$ cat src/rtl/run_len_meter_if.sv
// Handshake/status bundle between the run detector, run_len_meter and the
// downstream result consumer.
interface run_len_meter_if #(
  parameter int CNT_W = 8,
  parameter int NB_W  = 16
);
  logic             r;
  logic             f;
  logic             ready_i;
  logic             valid_o;
  logic [CNT_W-1:0] len_o;
  logic             sat_o;
  logic             drop_o;
  logic             err_o;
  logic [NB_W-1:0]  nruns_o;

  modport master (
    output r, f, ready_i,
    input  valid_o, len_o, sat_o, drop_o, err_o, nruns_o
  );

  modport slave (
    input  r, f, ready_i,
    output valid_o, len_o, sat_o, drop_o, err_o, nruns_o
  );
endinterface

$ cat src/rtl/run_len_meter.sv
// Measures the length of each r-high run and offers it downstream through a
// single-entry valid/ready result register with drop and protocol-error pulses.
module run_len_meter #(
  parameter int CNT_W = 8,
  parameter int NB_W  = 16
) (
  input logic           clk,
  input logic           rst_n,
  run_len_meter_if.slave bus
);

  typedef enum logic {IDLE, COUNT} state_e;

  state_e           state_q, state_d;
  logic [CNT_W-1:0] cnt_q, cnt_d;
  logic             satf_q, satf_d;
  logic             cap;
  logic             err_q, err_d;

  logic             valid_q, valid_d;
  logic [CNT_W-1:0] len_q, len_d;
  logic             sat_q, sat_d;
  logic             drop_q, drop_d;
  logic [NB_W-1:0]  nruns_q, nruns_d;

  always_ff @(posedge clk or negedge rst_n) begin
    if (!rst_n) begin
      state_q <= IDLE;
      cnt_q   <= '0;
      satf_q  <= 1'b0;
      err_q   <= 1'b0;
    end else begin
      state_q <= state_d;
      cnt_q   <= cnt_d;
      satf_q  <= satf_d;
      err_q   <= err_d;
    end
  end

  always_comb begin
    state_d = state_q;
    cnt_d   = cnt_q;
    satf_d  = satf_q;
    cap     = 1'b0;
    err_d   = 1'b0;
    case (state_q)
      IDLE: begin
        cnt_d  = '0;
        satf_d = 1'b0;
        if (bus.f) begin
          err_d = 1'b1;
        end else if (bus.r) begin
          state_d = COUNT;
          cnt_d   = {{(CNT_W-1){1'b0}}, 1'b1};
          satf_d  = (cnt_d == '1);
        end
      end
      COUNT: begin
        if (bus.f) begin
          // f wins over r; a coincident r is flagged but not counted
          cap     = 1'b1;
          err_d   = bus.r;
          state_d = IDLE;
          cnt_d   = '0;
          satf_d  = 1'b0;
        end else if (bus.r) begin
          cnt_d  = (cnt_q == '1) ? cnt_q : cnt_q + 1'b1;
          satf_d = satf_q | (cnt_d == '1);
        end else begin
          err_d   = 1'b1;
          state_d = IDLE;
          cnt_d   = '0;
          satf_d  = 1'b0;
        end
      end
      default: state_d = IDLE;
    endcase
  end

  always_ff @(posedge clk or negedge rst_n) begin
    if (!rst_n) begin
      valid_q <= 1'b0;
      len_q   <= '0;
      sat_q   <= 1'b0;
      drop_q  <= 1'b0;
      nruns_q <= '0;
    end else begin
      valid_q <= valid_d;
      len_q   <= len_d;
      sat_q   <= sat_d;
      drop_q  <= drop_d;
      nruns_q <= nruns_d;
    end
  end

  // The result slot frees in the same cycle it is consumed, so a capture
  // coinciding with a transfer overwrites instead of dropping.
  always_comb begin
    valid_d = valid_q;
    len_d   = len_q;
    sat_d   = sat_q;
    nruns_d = nruns_q;
    drop_d  = 1'b0;
    if (cap && (!valid_q || bus.ready_i)) begin
      valid_d = 1'b1;
      len_d   = cnt_q;
      sat_d   = satf_q;
      nruns_d = (nruns_q == '1) ? nruns_q : nruns_q + 1'b1;
    end else if (cap) begin
      drop_d = 1'b1;
    end else if (valid_q && bus.ready_i) begin
      valid_d = 1'b0;
    end
  end

  assign bus.valid_o = valid_q;
  assign bus.len_o   = len_q;
  assign bus.sat_o   = sat_q;
  assign bus.drop_o  = drop_q;
  assign bus.err_o   = err_q;
  assign bus.nruns_o = nruns_q;

endmodule

$ cat src/flat_wrapper.sv
// flat-port wrapper written by rule: the top's interface ports become plain ports
module run_len_meter_flat 
#(
  parameter int CNT_W = 8,
  parameter int NB_W  = 16
)
  (clk, rst_n, bus_r, bus_f, bus_ready_i, bus_valid_o, bus_len_o, bus_sat_o, bus_drop_o, bus_err_o, bus_nruns_o);
  run_len_meter_if #(.CNT_W(CNT_W), .NB_W(NB_W)) bus_i ();
  input logic clk;
  input logic rst_n;
  input wire logic [$bits(bus_i.r)-1:0] bus_r;
  input wire logic [$bits(bus_i.f)-1:0] bus_f;
  input wire logic [$bits(bus_i.ready_i)-1:0] bus_ready_i;
  output wire logic [$bits(bus_i.valid_o)-1:0] bus_valid_o;
  output wire logic [$bits(bus_i.len_o)-1:0] bus_len_o;
  output wire logic [$bits(bus_i.sat_o)-1:0] bus_sat_o;
  output wire logic [$bits(bus_i.drop_o)-1:0] bus_drop_o;
  output wire logic [$bits(bus_i.err_o)-1:0] bus_err_o;
  output wire logic [$bits(bus_i.nruns_o)-1:0] bus_nruns_o;
  assign bus_i.r = bus_r;
  assign bus_i.f = bus_f;
  assign bus_i.ready_i = bus_ready_i;
  assign bus_valid_o = bus_i.valid_o;
  assign bus_len_o = bus_i.len_o;
  assign bus_sat_o = bus_i.sat_o;
  assign bus_drop_o = bus_i.drop_o;
  assign bus_err_o = bus_i.err_o;
  assign bus_nruns_o = bus_i.nruns_o;
  run_len_meter #(.CNT_W(CNT_W), .NB_W(NB_W)) u_core (.clk(clk), .rst_n(rst_n), .bus(bus_i));
endmodule
$ cat config.mk
export PLATFORM = sky130hd
export DESIGN_NAME = run_len_meter_flat
export DESIGN_NICKNAME = d
export VERILOG_FILES = /design/src/rtl/run_len_meter_if.sv /design/src/rtl/run_len_meter.sv /design/src/flat_wrapper.sv
export SDC_FILE = /design/constraint.sdc
export NUM_CORES = 1
export LEC_CHECK = 0
export CORE_UTILIZATION = 45
export DETAILED_ROUTE_END_ITERATION = 8
export PLACE_DENSITY = 0.7
export SKIP_LAST_GASP = 1
export SLEW_MARGIN = 20
export SYNTH_ARGS = -nofsm -noshare
export SYNTH_HDL_FRONTEND = slang
export SYNTH_SLANG_ARGS = --single-unit
$ cat constraint.sdc
create_clock -name clk -period 3.76 [get_ports clk]
set_input_delay 0.94 -clock clk [delete_from_list [all_inputs] [get_ports clk]]
set_output_delay 0.94 -clock clk [all_outputs]
set_load 0.02 [all_outputs]
# After elaboration in Yosys (flattened, before gate mapping)
# Cells that the tools add are included.
[totals]
regBits = 38
[classes]
addsub = 2
reduce_logical = 7
n_eq_ne = 4
mux = 21
n_bitwise = 3
[ops]
columns = ["cell", "count"]
rows = [
  ["$mux W8", 4],
  ["$add A16 B1 Y16 const B", 1],
  ["$eq A16 B16 Y1 const B", 1],
  ["$eq A8 B8 Y1 const B", 2],
  ["$pmux W8 S2", 1],
  ["$mux W1", 14],
  ["$add A8 B1 Y8 const B", 1],
  ["$pmux W1 S2", 2],
  ["$reduce_and A2 Y1", 2],
  ["$logic_and A1 B1 Y1", 2],
  ["$ne A2 B2 Y1 const B", 1],
  ["$not A1 Y1", 2],
  ["$reduce_bool A2 Y1", 1],
  ["$logic_not A1 Y1", 1],
  ["$logic_or A1 B1 Y1", 1],
  ["$or A1 B1 Y1", 1],
]

# Depth between registers and ports, before layout
[logic_depth]
depth_word = 7
ltp_mapped = 6

# Least setup slack after synthesis
# Ideal clock, no wire load.
[synth_timing]
path_type = "input-to-reg"
start = "input port bus_ready_i"
end = "register u_core.nruns_q[12], in the netlist u_core.bus.nruns_o[12]"
path_buffers = 0
slack_ps = 1689
required_ps = 3680
arrival_ps = 1991
path_stages = 5
path_cell_list = "nand2b_1 > nand3_1 > or4_4 > nor2_2 > xor2_1"
[synth_via]
elab_chain_len = 3
[synth_lines]
columns = ["item", "line", "rtl"]
rows = [
  ["start, declared", "flat_wrapper.sv:13", "input wire logic [$bits(bus_i.ready_i)-1:0] bus_ready_i;"],
  ["$logic_or A1 B1 Y1", "run_len_meter.sv:104", "if (cap && (!valid_q || bus.ready_i)) begin"],
  ["$logic_and A1 B1 Y1", "run_len_meter.sv:104", ""],
  ["$reduce_and A2 Y1 (no line)", "-", ""],
  ["end signal, assigned", "run_len_meter.sv:92", "nruns_q <= nruns_d;"],
  ["end, declared", "run_len_meter.sv:24", "logic [NB_W-1:0] nruns_q, nruns_d;"],
]
# No other way between the ends.
# A chain may end at the register's enable or synchronous reset.

# Worst setup path in the final report
# Ends and elaborated chain as after synthesis.

==> run_results.csv <==
group,metric,value,unit
setup_path,crit_type,"in -> reg",
sta,max_freq,373,MHz
flow_run,drv_cap,0,
global_routing,grt-ovfl-total,0,
sta,rsz0062_at_grt,"no",
cts,root_buffer,"clkbuf_8",
floorplanning,dieArea,4060,sq um
setup_path,crit_buf_inv,1,
floorplanning,io_pins,33,
setup_path,r2r_cells,5,
floorplanning,die_h,63.7,um
setup_path,startpoint,"bus_ready_i",
sta,setup-violations-final,0,
layout,utilization,59.6,%
power,total_power,915,uW
synthesis,yosys.area.top_type,"dfrtp_1",
cts,clk_path_buf_depth,2,
setup_path,crit_fanout,13,
sta,max_slew.worst_pin.slew,0.532,ns
detailed_routing,vias_per_cell,5.22,
sta,fin_crit_sh,71.4,%
synthesis,synth_most_common_cell,"nand2_1",
cts,cts_htree_levels,2,
detailed_routing,remaining_drc_errors,0,
power,p_clk_share,29.6,%
sta,tns,0,ns
sta,hold_viol_final,0,
global_routing,grt_pass1_wl,5840,um
power,combinationalPowerShare,18.1,%
synthesis,synth_common_cells,"nand2_1 (39), dfrtp_1 (38), nand3_1 (14)",
power,p_switching,254,uW
synthesis,yosysUniqueCellTypes,35,
synthesis,synth_edf_count,0,
cts,cts_tree,"done",
power,ir_drop,0.327,mV
detailed_routing,first_pass_iters,4,
cts,clkTransAtPathRegs,0.07,ns
cts,hold_buffers,0,
setup_path,r2r_end,"u_core.bus.nruns_o[12]$_DFFE_PN0P_",
floorplanning,die_width,63.7,um
setup_path,worst_path_max_delay_cell,"or4_4",
cts,clock_latency,0.29,ns
min_path,min_from,"u_core.bus.len_o[4]$_DFFE_PN0P_",
detailed_routing,first_iter_violations,53,
sta,slew_headroom,64.4,%
floorplanning,rows,22,
power,sw_frac_of_total,27.7,%
place,hpwl,2350,um
synthesis,syn_nets,177,
global_routing,grt_pass1_vias,1356,
global_routing,grt_usage,18.9,%
min_path,min_to,"u_core.bus.len_o[4]$_DFFE_PN0P_",
layout,n_antenna_cell,0,
synthesis,yosys-top-cells-area,"dfrtp_1 (55%), nand2_1 (8.5%), xnor2_1 (5.6%), nand3_1 (4.1%), xor2_1 (3.1%)",
layout,multi_input_area,738,sq um
synthesis,synth.avg_cell_area,10.2,sq um
synthesis,seq_area_frac_synth,55.4,%
synthesis,syn_inst,169,
setup_path,critPathTopFamily,"simple AND/OR/NAND/NOR gates",
power,internal_power,661,uW
detailed_routing,wl_per_cell,12.7,um
synthesis,ys.flop_type,"dfrtp_1",
synthesis,yosys.area.top_type_share,55.4,%
setup_path,reg2reg_from,"u_core.bus.valid_o$_DFFE_PN0P_",
global_routing,grt_max_degree,39,
sta,fin_skew,0.00201,ns
cts,cts_resized,0,
synthesis,yosys_register_bits,38,
place,gp_congestion,0.903,
synthesis,yosys_warnings,0,
setup_path,critPathCaptureType,"register",
layout,seqCellArea,951,sq um
setup_path,rrSetupSlack,1.83,ns
power,power.density,419,nW/um^2
floorplanning,core-area,3660,sq um
cts,cts_setup_buffers,0,
detailed_routing,ant_nets,0,
sta,finalCriticalPeriod,2.68,ns
min_path,min_path_type,"reg -> reg",
cts,cts_made_buffers,5,
setup_path,worstPathCellList,"clkdlybuf4s50_1, nand2b_1, nand3_1, or4_4, nor2_2, xor2_1",
outcome,status,"complete, no violations",
power,total_leakage_power,0.991,nW
detailed_routing,routed_wl,3220,um
min_path,min_path_cells,2,
synthesis,syn_area,1720,sq um
setup_path,startpoint_type,"primary input",
setup_path,cp_data_required_time,3.98,ns
setup_path,arrival,2.90,ns
layout,drive_above_1_share,6.31,%
detailed_routing,vias,1325,
sta,slew_viol_final,0,
layout,nets,215,
place,io_buffers,32,
layout,area_delta_synth_final,27.2,%
layout,fill_cells,304,
setup_path,max_stage_delay,0.66,ns
power,p_seq_share,52.3,%
global_routing,antenna_found_initial,0,
synthesis,async_flop_share,100,%
floorplanning,start_util,46.9,%
cts,clock-sinks,38,
[area by class of cell]
class                   instances  share of cell area, %
flip-flops and latches         38                   43.6
multi-input cells             124                   33.8
repair buffers                 34                   15.4
clock buffers                   6                   3.78
well taps                      48                   2.75
inverters                       4                  0.688
[state kept, by name, summed over array words and instances (netlist names)]
register and flops:
u_core.bus.len_o 8, u_core.bus.valid_o 1, u_core.cnt_q 8, u_core.bus.nruns_o 16
u_core.bus.drop_o 1, u_core.state_q 1, u_core.satf_q 1, u_core.bus.err_o 1
u_core.bus.sat_o 1
[layer usage]
layer	vias up	share of wire, %	track usage [%]
met3	6	4.3	5.89
met5	-	0	0
met1	641	43	21.1
li1	653	-	-
met4	0	1.9	8.81
met2	25	51	32.4
[tightest hold or removal path, delay by kind of cell (launching register included)]
family,cells,cell delay (ns)
DFF,1,0.35
and+or+nand+nor,2,0.10
[worst max-delay path by stage]
stage,to,slack (ns),depth (start not counted)
global placement,u_core.bus.nruns_o[12]$_DFFE_PN0P_,0.84,6
floorplan,u_core.bus.nruns_o[12]$_DFFE_PN0P_,1.69,5
detailed placement,u_core.bus.nruns_o[12]$_DFFE_PN0P_,0.76,6
CTS,u_core.bus.nruns_o[12]$_DFFE_PN0P_,1.05,6
global route,u_core.bus.nruns_o[13]$_DFFE_PN0P_,0.89,6
finish,u_core.bus.nruns_o[12]$_DFFE_PN0P_,1.08,6
[logic make-up (layout without fill, tap and decap cells)]
kind of cell,after synthesis,count (layout),share of synthesized area (%)
simple gates,84,84,23.4
flops,38,38,55.4
compound gates,18,18,7.51
xor+xnor,17,17,8.68
buf+inv,7,44,1.53
fa+ha+maj,3,3,2.19
mux,2,2,1.24
[power by group through the flow]
stage / Clock [mW] / Sequential, mW / Combinational [mW]
final: 0.271 / 0.478 / 0.166
after floorplan: 0 / 0.514 / 0.0511
after global placement: 0 / 0.483 / 0.166
after global routing: 0.295 / 0.484 / 0.182
after CTS: 0.278 / 0.478 / 0.169
after detailed placement: 0 / 0.486 / 0.168
[per-stage QoR]
step / cell area (sq um) / hold WS, ns / std cells / setup slack, ns
after floorplan: 1720 / 0.439 / 169 / 1.69
after global placement: 2100 / 0.453 / 248 / 0.836
after detailed placement: 2100 / 0.467 / 248 / 0.758
after CTS: 2180 / 0.484 / 254 / 1.05
after global routing: 2180 / 0.515 / 254 / 0.885
final: 2180 / 0.481 / 254 / 1.08
[placed cells by master (no fill, tap or decap), drive strengths merged]
master         netlist  final
mux2                 1      1
clkdlybuf4s50        0     32
inv                  4      4
nand4                4      4
or4                  1      1
nor3                 2      2
nand3               14     14
o22ai                1      1
and4                 1      1
buf                  0      2
clkbuf               3      6
a31oi                2      2
o21a                 1      1
a211oi               1      1
a21oi                4      4
nand2b               1      1
nor2b                1      1
and3                 7      7
ha                   3      3
or2                  1      1
xnor2               11     11
o41ai                1      1
a211o                1      1
a21boi               1      1
a2111oi              1      1
and2                 2      2
a41o                 1      1
nor3b                2      2
nand2               39     39
nor2                 9      9
xor2                 6      6
a32o                 1      1
dfrtp               38     38
mux2i                1      1
o21ai                3      3
Power figures use the tool's default switching activity.
